--- config.mk ---
export PLATFORM = sky130hd
export DESIGN_NAME = rx_deframer
export DESIGN_NICKNAME = d
export VERILOG_FILES = /design/src/rtl/rx_deframer_pkg.sv /design/src/rtl/rx_deframer_fifo.sv /design/src/rtl/rx_deframer.sv
export SDC_FILE = /design/constraint.sdc
export NUM_CORES = 1
export LEC_CHECK = 0
export BUFFER_PORTS_ARGS = -buffer_cell sky130_fd_sc_hd__buf_2
export CAP_MARGIN = 25
export CORE_ASPECT_RATIO = 0.6
export CORE_MARGIN = 4
export CORE_UTILIZATION = 40
export CTS_CLUSTER_SIZE = 20
export DETAILED_ROUTE_END_ITERATION = 8
export GPL_TIMING_DRIVEN = 0
export PLACE_DENSITY = 0.69
export RECOVER_POWER = 50
export SLEW_MARGIN = 5
export SYNTH_ARGS = -nofsm -noshare
export SYNTH_HDL_FRONTEND = slang
export SYNTH_SLANG_ARGS = --single-unit
--- constraint.sdc ---
create_clock -name clk -period 2.95 [get_ports clk]
set_clock_uncertainty 0.05 [all_clocks]
set_input_delay 0.59 -clock clk [delete_from_list [all_inputs] [get_ports clk]]
set_output_delay 0.59 -clock clk [all_outputs]
set_load 0.01 [all_outputs]
--- src/rtl/rx_deframer_pkg.sv ---
// Shared types for the UART receive deframer: latched frame config,
// buffered frame entry and FSM state encoding.
package rx_deframer_pkg;

  localparam int UART_MIN_DATA_WIDTH = 5;
  localparam int UART_MAX_DATA_WIDTH = 9;

  typedef struct packed {
    logic [3:0] width;
    logic       parity_en;
    logic       parity_odd;
    logic       stop2;
    logic       msb_first;
  } rx_cfg_t;

  // Entry layout {brk, frame_err, parity_err, data}; data is right-justified.
  typedef struct packed {
    logic                           brk;
    logic                           frame_err;
    logic                           parity_err;
    logic [UART_MAX_DATA_WIDTH-1:0] data;
  } rx_frame_t;

  typedef enum logic [2:0] {
    ST_IDLE,
    ST_DATA,
    ST_PARITY,
    ST_STOP1,
    ST_STOP2,
    ST_DONE
  } rx_deframer_state_e;

endpackage

--- src/rtl/rx_deframer_fifo.sv ---
// Small synchronous FIFO of completed frames. Pointers carry one extra MSB
// so full and empty are distinguishable. A push into a full FIFO is only
// accepted when a pop happens in the same cycle.
module rx_frame_fifo
  import rx_deframer_pkg::*;
#(
  parameter int DEPTH = 4
) (
  input  logic      clk,
  input  logic      rst,
  input  logic      push,
  input  rx_frame_t din,
  input  logic      pop,
  output rx_frame_t dout,
  output logic      full,
  output logic      empty
);

  localparam int AW = $clog2(DEPTH);

  rx_frame_t     mem [DEPTH];
  logic [AW:0]   wr_ptr, rd_ptr;
  logic          wr_en, rd_en;

  assign empty = (wr_ptr == rd_ptr);
  assign full  = (wr_ptr[AW] != rd_ptr[AW]) && (wr_ptr[AW-1:0] == rd_ptr[AW-1:0]);
  assign wr_en = push & (~full | pop);
  assign rd_en = pop & ~empty;
  assign dout  = empty ? '0 : mem[rd_ptr[AW-1:0]];

  // Pointer update; reset empties the buffer without touching storage.
  always_ff @(posedge clk or posedge rst) begin
    if (rst) begin
      wr_ptr <= '0;
      rd_ptr <= '0;
    end else begin
      if (wr_en) wr_ptr <= wr_ptr + (AW+1)'(1);
      if (rd_en) rd_ptr <= rd_ptr + (AW+1)'(1);
    end
  end

  // Storage write; contents are don't-care until the pointers say otherwise.
  always_ff @(posedge clk) begin
    if (wr_en) mem[wr_ptr[AW-1:0]] <= din;
  end

endmodule

--- src/rtl/rx_deframer.sv ---
// Receive deframer: assembles data/parity/stop bits from bit-centre strobes
// using a config latched at the start bit, checks parity/framing/break and
// queues the finished frame for the host.
module rx_deframer
  import rx_deframer_pkg::*;
#(
  parameter int MAX_DATA_WIDTH = 9,
  parameter int FIFO_DEPTH     = 4,
  parameter int CNT_W          = $clog2(MAX_DATA_WIDTH+4)
) (
  input  logic                      clk,
  input  logic                      rst,
  input  logic                      rx_start,
  input  logic                      rx_shift,
  input  logic                      rx,
  input  logic [3:0]                cfg_data_width,
  input  logic                      cfg_parity_en,
  input  logic                      cfg_parity_odd,
  input  logic                      cfg_stop2,
  input  logic                      cfg_msb_first,
  output logic [MAX_DATA_WIDTH-1:0] rx_data,
  output logic                      rx_parity_err,
  output logic                      rx_frame_err,
  output logic                      rx_break,
  output logic                      rx_valid,
  input  logic                      rx_ready,
  output logic                      overrun,
  input  logic                      overrun_clr,
  output logic                      busy
);

  rx_deframer_state_e        state_q, state_d;
  rx_cfg_t                   cfg_q;
  logic [CNT_W-1:0]          cnt_q, width_c, idx;
  logic [MAX_DATA_WIDTH-1:0] data_q;
  logic                      par_q, stop1_q, ferr_q;
  logic                      last_bit, push, pop, full, empty;
  rx_frame_t                 frame, head;

  assign width_c  = CNT_W'(cfg_q.width);
  assign last_bit = (cnt_q == width_c - CNT_W'(1));
  assign idx      = cfg_q.msb_first ? (width_c - CNT_W'(1) - cnt_q) : cnt_q;

  // State register.
  always_ff @(posedge clk or posedge rst) begin
    if (rst) state_q <= ST_IDLE;
    else     state_q <= state_d;
  end

  // Next-state: one strobe per bit; DONE lasts exactly one cycle.
  always_comb begin
    state_d = state_q;
    case (state_q)
      ST_IDLE:   if (rx_start) state_d = ST_DATA;
      ST_DATA:   if (rx_shift && last_bit)
                   state_d = cfg_q.parity_en ? ST_PARITY : ST_STOP1;
      ST_PARITY: if (rx_shift) state_d = ST_STOP1;
      ST_STOP1:  if (rx_shift) state_d = cfg_q.stop2 ? ST_STOP2 : ST_DONE;
      ST_STOP2:  if (rx_shift) state_d = ST_DONE;
      ST_DONE:   state_d = ST_IDLE;
      default:   state_d = ST_IDLE;
    endcase
  end

  // Bit capture; data is cleared at start so unused upper bits read 0.
  always_ff @(posedge clk or posedge rst) begin
    if (rst) begin
      cfg_q   <= '0;
      cnt_q   <= '0;
      data_q  <= '0;
      par_q   <= 1'b0;
      stop1_q <= 1'b0;
      ferr_q  <= 1'b0;
    end else begin
      case (state_q)
        ST_IDLE: if (rx_start) begin
          cfg_q   <= '{width: cfg_data_width, parity_en: cfg_parity_en,
                       parity_odd: cfg_parity_odd, stop2: cfg_stop2,
                       msb_first: cfg_msb_first};
          cnt_q   <= '0;
          data_q  <= '0;
          par_q   <= 1'b0;
          stop1_q <= 1'b1;
          ferr_q  <= 1'b0;
        end
        ST_DATA: if (rx_shift) begin
          data_q[idx] <= rx;
          cnt_q       <= cnt_q + CNT_W'(1);
        end
        ST_PARITY: if (rx_shift) par_q <= rx;
        ST_STOP1: if (rx_shift) begin
          stop1_q <= rx;
          if (!rx) ferr_q <= 1'b1;
        end
        ST_STOP2: if (rx_shift && !rx) ferr_q <= 1'b1;
        default: ;
      endcase
    end
  end

  // Frame status from the captured bits; even parity errs on XOR=1.
  always_comb begin
    frame            = '0;
    frame.data       = UART_MAX_DATA_WIDTH'(data_q);
    frame.frame_err  = ferr_q;
    frame.parity_err = cfg_q.parity_en & ((^data_q) ^ par_q ^ cfg_q.parity_odd);
    frame.brk        = (data_q == '0) & ~(cfg_q.parity_en & par_q) & ~stop1_q;
  end

  assign push = (state_q == ST_DONE);
  assign pop  = rx_valid & rx_ready;

  rx_frame_fifo #(.DEPTH(FIFO_DEPTH)) u_fifo (
    .clk   (clk),
    .rst   (rst),
    .push  (push),
    .din   (frame),
    .pop   (pop),
    .dout  (head),
    .full  (full),
    .empty (empty)
  );

  // Sticky overrun: a dropped frame wins over a same-cycle clear.
  always_ff @(posedge clk or posedge rst) begin
    if (rst)                        overrun <= 1'b0;
    else if (push && full && !pop)  overrun <= 1'b1;
    else if (overrun_clr)           overrun <= 1'b0;
  end

  assign rx_valid      = ~empty;
  assign rx_data       = head.data[MAX_DATA_WIDTH-1:0];
  assign rx_parity_err = head.parity_err;
  assign rx_frame_err  = head.frame_err;
  assign rx_break      = head.brk;
  assign busy          = (state_q != ST_IDLE);

endmodule

* Word-level counts from Yosys, hierarchy flattened
Memories as Yosys holds them, arrays and structs flattened.
Index checks and enable logic that the tools add are counted.
** Word-level totals
- Bits in registers :: 34
- Bits in writable memories :: 48
- Input bits :: 15
- Word-level logic and storage cells :: 108
- Memories :: 1
** Operators by class
- $add $sub $neg :: 5
- Order comparisons :: 2
- Equal/unequal tests :: 17
- Multiplexer cells :: 32
- Bitwise logic cells :: 14
- Reduce and logical (&&, ||, !) cells :: 23
** Memory list
- u_fifo.mem :: words 4, width 12, rd ports 1, clocked after Yosys merged registers in 0, write ports 1, RTL line rx_deframer_fifo.sv:21 : rx_frame_t mem [DEPTH];
** Operators with widths (count)
- $mux W9 :: 2
- $pmux W9 S2 :: 1
- $ne A2 B2 Y1 const B :: 8
- $mux W3 :: 5
- $pmux W3 S5 :: 1
- $mux W1 :: 13
- $mux W12 :: 1
- $mux W4 :: 3
- $reduce_and A5 Y1 :: 2
- $bwmux W9 :: 1
- $logic_not A9 Y1 :: 1
- $reduce_and A3 Y1 :: 3
- $reduce_xor A9 Y1 :: 1
- $pmux W4 S2 :: 1
- $reduce_bool A2 Y1 :: 4
- $and A1 B1 Y1 :: 7
- $add A3 B1 Y3 const B :: 2
- $eq A3 B2 Y1 const B :: 2
- $eq A3 B3 Y1 const B :: 2
- $logic_and A1 B1 Y1 :: 6
- $reduce_bool A3 Y1 :: 2
- $lt A4 B5 Y1 const B :: 1
- $add A4 B1 Y4 const B :: 1
- $demux W1 S4 :: 1
- 16 further kinds :: 22

* Logic depth before layout (Yosys ltp)
- Depth after elaboration :: 10
- Gate-level depth with buffers :: 9

* Hierarchy
Synthesis repeated with hierarchy kept, for this count alone.
** Second synthesis, totals
- Cell total of the unflattened synthesis :: 325
- Area, all modules :: 4106.4 um2
** By module, submodules not included
- rx_frame_fifo :: instances 1, cells an instance 112, area an instance 2230.9 um2, seq. area each 1591.5 um2
- rx_deframer :: instances 1, cells an instance 213, area an instance 1875.5 um2, seq. area each 700.7 um2

* Least setup slack after synthesis
OpenSTA, ideal clock, no wires.
- Path type :: reg2reg
- Start point :: register cfg_q, in the netlist width_c[0]
- End point :: register data_q[5]
- Library setup time :: 0.121 ns
- Arrival :: 2.177 ns
- Required time :: 2.779 ns
- Setup slack :: 0.602 ns
- Cell stages (with the launch flop) :: 9
- Path buffers :: 0
- Period minus slack after synthesis :: 2.348 ns
- Cells stage by stage :: dfrtp_1 -> inv_1 -> ha_1 -> fa_1 -> xor2_1 -> nor4_1 -> mux2_4 -> a21o_4 -> a22o_2
** On the way
- Word-level cells in the longest chain between the ends :: 10
- Elaborated cells on any way between the ends :: 11
- Classes of those cells :: 2 x add/sub; 2 x order compare; 6 x mux; 1 x reduce/logical
** Ends and longest elaborated chain
- start: declaration :: RTL line rx_deframer.sv:33 : rx_cfg_t cfg_q;
- start signal: assignment :: RTL line rx_deframer.sv:77 : cfg_q <= '{width: cfg_data_width, parity_en: cfg_parity_en,
- $sub A4 B1 Y4 (*) :: RTL line rx_deframer.sv:42 : assign idx = cfg_q.msb_first ? (width_c - CNT_W'(1) - cnt_q) : cnt_q;
- $sub A4 B4 Y4 (*) :: RTL line rx_deframer.sv:42
- $mux W4 (*) :: RTL line rx_deframer.sv:42
- $lt A4 B5 Y1 (implied by the code) or $ge A4 B1 Y1 (tied branches) :: RTL line rx_deframer.sv:87 : data_q[idx] <= rx;
- $logic_and A1 B1 Y1 (implied by the code) :: RTL line rx_deframer.sv:87
- $mux W1 (implied by the code) :: RTL line rx_deframer.sv:87
- $demux W1 S4 (*) :: RTL line rx_deframer.sv:87
- $bwmux W9 (*) :: RTL line rx_deframer.sv:87
- $mux W9 (*) :: RTL line rx_deframer.sv:86 : ST_DATA: if (rx_shift) begin
- $pmux W9 S2 (*) :: RTL line rx_deframer.sv:75 : case (state_q)
- end signal: indexed assignment :: RTL line rx_deframer.sv:87
- end: declaration :: RTL line rx_deframer.sv:35 : logic [MAX_DATA_WIDTH-1:0] data_q;
Every way passes the cells marked *; elsewhere a longest branch is shown, timed or not. The select of a mux whose other input is x is not followed.
A chain may end at the register's enable or synchronous reset.

* Final worst setup path
- Start point :: register u_fifo.rd_ptr[0]
- End point :: output port rx_frame_err
** On the way
- Word-level cells in the longest chain between the ends :: 2
- Elaborated cells on any way between the ends :: 3
- Classes of those cells :: 1 x eq/ne; 1 x mux; 1 x memory
** Ends and longest elaborated chain
- start: declaration :: RTL line rx_deframer_fifo.sv:22 : logic [AW:0] wr_ptr, rd_ptr;
- start signal: assignment :: RTL line rx_deframer_fifo.sv:38 : if (rd_en) rd_ptr <= rd_ptr + (AW+1)'(1);
- $mem_v2 Z4 W12 or $eq A3 B3 Y1 (tied branches)
- $mux W12 (*) :: RTL line rx_deframer_fifo.sv:29 : assign dout = empty ? '0 : mem[rd_ptr[AW-1:0]];
- end: declaration :: RTL line rx_deframer.sv:23 : output logic rx_frame_err,
Every way passes the cells marked *; elsewhere a longest branch is shown, timed or not.

==> impl_metrics.yaml <==
clocking:
  cts-buffers-inserted: 9
  clock_tree_from_tritoncts: "done"
  post_cts_resize_count: 1
  cts_buffer_depth: 2
  cts.root.buffer_cell: "sky130_fd_sc_hd__clkbuf_16"
  clkLatencyLatePin_ns: 0.33
  post-cts-setup-buffers: 0
  htreeDepth: 3
  clk_pin_slew_worst_paths_ns: 0.06
  cts_hold_buf: 0
  cts.sinks: 82
worst_setup_path:
  critical_path.reg2reg.endpoint: "data_q[2]"
  critical_path.startpoint: "u_fifo.rd_ptr[0]"
  worst_setup_path_endpoint: "rx_frame_err"
  worstPathRequired_ns: 2.31
  ff2ff_setup_slack_ns: 0.35
  cp_data_arrival_time_ns: 2.09
  worstSetupStartpointType: "register"
  critical_path.reg2reg.startpoint: "width_c[0]"
  reg2regPathDepth: 8
  cp_max_fo: 10
  worst_setup_path_end_kind: "output port"
  critical_path_class: "register to output port"
timing:
  finalCriticalPeriod_ns: 2.73
  grt_setup_unrepaired: "false"
  final_max_slew_viol_count: 0
  max_freq_ghz: 0.366
  setup_total_negative_slack_ns: 0
  final_min_period_over_clock_period: 0.926
  finalHoldViolCount: 0
  setup_violations: 0
  timing_worst_slew_pin_value_ns: 1.19
  slew-limit-headroom: 0.208
synth:
  synth.cell_area_sq_um: 4000
  biggest_area_consumer_among_synthesized_cells: "sky130_fd_sc_hd__edfxtp_1"
  number_of_warnings_issued_by_yosys: 0
  synth_compound_gate_area_share: 0.0864
  synth_mux_area_frac: 0.0989
  ys_seq_elements: 82
  synthSimpleGateAreaFrac: 0.116
  synth_async_sr_flop_share: 0.415
  edff_count_synth: 48
  synth_fa_ha_area_frac: 0.0488
  synth_ff_type: "sky130_fd_sc_hd__edfxtp_1"
  post_synth_inst_count: 299
  synth_top_area_share: 0.361
  largest_family_of_logic_cells_by_synthesized_area: "simple AND/OR/NAND/NOR gates"
  yosys.cell_types.count: 55
  seq_area_frac_synth: 0.573
  post_synth_xor_area_fraction: 0.0454
  postSynthAreaPerCell_sq_um: 13.4
  post_synth_main_area_contributors: "sky130_fd_sc_hd__edfxtp_1 (36%), sky130_fd_sc_hd__dfrtp_1 (21%), sky130_fd_sc_hd__mux4_2 (6.8%)"
  synth_nets: 329
global_route:
  grt_antenna_before_repair: 0
  grt_first_pass_wirelength_mm: 12.7
  grt_remaining_overflow: 0
  grt_pass1_vias: 2434
  gr-usage-all-layers: 0.143
  grt_start_max_net_pins: 22
job:
  max_cap_viols: 0
route:
  routed_wirelength_mm: 7.55
  detailroute.via_count: 2516
  antenna_left: 0
  detailedRoute.firstPassIterationCount: 4
  drtIter0Drc: 171
  post-route-drc-count: 0
  post_drt_via_cell_ratio: 5.30
  routed_wire_length_per_instance_um: 15.9
power_and_ir_drop:
  leakagePower_nw: 1.79
  post-layout-total-power_w: 0.00550
  power-per-cell-area_nw_per_um2: 1200
  vdd.ir_drop.worst_mv: 0.705
die:
  die_width_um: 137
  rows: 27
  core_area_sq_um: 9460
  die_area_sq_um: 11700
  die-height_um: 85.4
  start_util: 0.423
  io_pins: 30
finish:
  flow.area_growth_from_synthesis_pct: 15.2
  diodes: 0
  final_layout_size_suffix_gt1_frac: 0.229
  multi_input_area_sq_um: 1570
  layout.cell_area.non_filler_sq_um: 4600
  fillers: 820
  seq_area_sq_um: 2290
  nets: 370
placement:
  gp_congestion: 0.889
  port_buffers: 29
  post-dp-hpwl_mm: 5.56
  place_area_sq_um: 4330
run_status:
  outcome: "complete, no violations"
worst_hold_path:
  hold_path.class: "primary input to async pin"
metrics by stage:
| stage | hold WS, ns | util | std cells | setup WS [ns] |
|---|---|---|---|---|
| 3_5_place_dp | 0.433 | 0.458 | 459 | 0.336 |
| 5_1_grt | 0.251 | 0.487 | 475 | 0.0467 |
| 6_report | 0.230 | 0.487 | 475 | 0.217 |
| 3_3_place_gp | 0.426 | 0.455 | 458 | 0.384 |
| 2_1_floorplan | 0.412 | - | 299 | 0.602 |
| 4_1_cts | 0.279 | 0.491 | 475 | 0.173 |
flip-flops by register name, summed over array words and instances (netlist names):
| signal | count |
|---|---|
| u_fifo.mem | 48 |
| data_q | 9 |
| cfg_q | 4 |
| cnt_q | 4 |
| width_c | 4 |
| state_q | 3 |
| u_fifo.rd_ptr | 3 |
| u_fifo.wr_ptr | 3 |
| ferr_q | 1 |
| overrun | 1 |
| par_q | 1 |
| stop1_q | 1 |
kinds of logic (layout without fill, tap and decap cells):
kind of cell	count (synthesis)	after routing
compound gates	50	50
mux	23	23
simple gates	78	78
buf+inv	32	78
flops	82	82
fa+ha+maj	15	15
xor+xnor	19	19
how the worst min path moves through the flow:
stage | startpoint | endpoint | depth (start not counted)
5_1_grt | rst | cnt_q[3] | 2
4_1_cts | rst | cnt_q[3] | 2
6_report | rst | state_q[1] | 2
3_3_place_gp | u_fifo.wr_ptr[2] | u_fifo.wr_ptr[2] | 1
2_1_floorplan | u_fifo.wr_ptr[2] | u_fifo.wr_ptr[2] | 1
3_5_place_dp | u_fifo.wr_ptr[2] | u_fifo.wr_ptr[2] | 1
placed cells by master (no fill, tap or decap), types with 2 or more instances in the layout:
cell and n:
sky130_fd_sc_hd__a22o_2 3, sky130_fd_sc_hd__clkbuf_1 8, sky130_fd_sc_hd__mux4_2 12, sky130_fd_sc_hd__nand4_1 3, sky130_fd_sc_hd__a32o_1 2, sky130_fd_sc_hd__clkinvlp_4 2
sky130_fd_sc_hd__nand2_1 16, sky130_fd_sc_hd__xor2_1 6, sky130_fd_sc_hd__edfxtp_1 48, sky130_fd_sc_hd__nand3b_1 2, sky130_fd_sc_hd__ha_1 14, sky130_fd_sc_hd__o21ai_0 16
sky130_fd_sc_hd__buf_2 32, sky130_fd_sc_hd__dfrtp_1 34, sky130_fd_sc_hd__nor4_1 3, sky130_fd_sc_hd__inv_1 22, sky130_fd_sc_hd__a21o_1 2, sky130_fd_sc_hd__xnor2_2 2
sky130_fd_sc_hd__and2_1 5, sky130_fd_sc_hd__mux2_2 8, sky130_fd_sc_hd__mux2i_1 2, sky130_fd_sc_hd__nand2b_1 2, sky130_fd_sc_hd__nor2_1 15, sky130_fd_sc_hd__o2bb2ai_1 4
sky130_fd_sc_hd__a31oi_1 5, sky130_fd_sc_hd__nor3_1 2, sky130_fd_sc_hd__a22o_1 2, sky130_fd_sc_hd__clkbuf_16 9, sky130_fd_sc_hd__nor3b_2 2, sky130_fd_sc_hd__and3b_1 2
sky130_fd_sc_hd__nor2b_1 14, sky130_fd_sc_hd__a21oi_1 6, sky130_fd_sc_hd__xnor2_1 11
metal layers:
layer | wire length (um) | GRT usage | vias to the layer above
met5 | 0 | 0 | -
met4 | 85 | 0.0353 | 0
met3 | 469 | 0.0468 | 11
met2 | 3170 | 0.207 | 84
met1 | 3820 | 0.209 | 1227
li1 | - | - | 1194
critical path, stage by stage (launching register included):
cell and delay [ns]:
sky130_fd_sc_hd__dfrtp_1 0.38, sky130_fd_sc_hd__buf_2 0.17, sky130_fd_sc_hd__xor2_1 0.19, sky130_fd_sc_hd__nor3b_2 0.41, sky130_fd_sc_hd__clkbuf_1 0.37, sky130_fd_sc_hd__nor2b_1 0.09
sky130_fd_sc_hd__buf_2 0.15
report_power, final:
group | total (W) | leakage, nW | internal, W | switching [W]
registers | 0.00185 | 0.868 | 0.00157 | 0.000279
logic | 0.00254 | 0.783 | 0.00116 | 0.00138
clock network | 0.00111 | 0.142 | 0.000662 | 0.000452
total | 0.00550 | 1.79 | 0.00340 | 0.00211
Yosys cell counts, types with 2 or more instances:
cell and number:
sky130_fd_sc_hd__nand2b_1 2, sky130_fd_sc_hd__nor4_1 3, sky130_fd_sc_hd__a31oi_1 5, sky130_fd_sc_hd__xnor2_2 2
sky130_fd_sc_hd__nand3b_1 2, sky130_fd_sc_hd__xnor2_1 11, sky130_fd_sc_hd__inv_1 22, sky130_fd_sc_hd__a22o_2 3
sky130_fd_sc_hd__o2bb2ai_1 4, sky130_fd_sc_hd__a22o_1 2, sky130_fd_sc_hd__nand2_1 16, sky130_fd_sc_hd__o21ai_0 16
sky130_fd_sc_hd__mux2_2 8, sky130_fd_sc_hd__and3b_1 2, sky130_fd_sc_hd__nor3b_1 2, sky130_fd_sc_hd__edfxtp_1 48
sky130_fd_sc_hd__mux4_2 12, sky130_fd_sc_hd__nor2b_1 14, sky130_fd_sc_hd__clkbuf_1 6, sky130_fd_sc_hd__a21o_1 2
sky130_fd_sc_hd__xor2_1 6, sky130_fd_sc_hd__a32o_1 2, sky130_fd_sc_hd__nor3_1 2, sky130_fd_sc_hd__and2_1 6
sky130_fd_sc_hd__nor2_1 14, sky130_fd_sc_hd__ha_1 14, sky130_fd_sc_hd__buf_2 4, sky130_fd_sc_hd__nand4_1 3
sky130_fd_sc_hd__a21oi_1 6, sky130_fd_sc_hd__mux2i_1 2, sky130_fd_sc_hd__dfrtp_1 34
area by class of cell:
class	count	area share
sequential	82	0.498
multi-input combinational	185	0.342
clock buffer	9	0.0489
tap	130	0.0353
timing repair buffer	30	0.0321
inverter	22	0.0179
clock inverter	7	0.0168
buffer	10	0.00924
No activity file was read; power rests on OpenSTA's default activity.
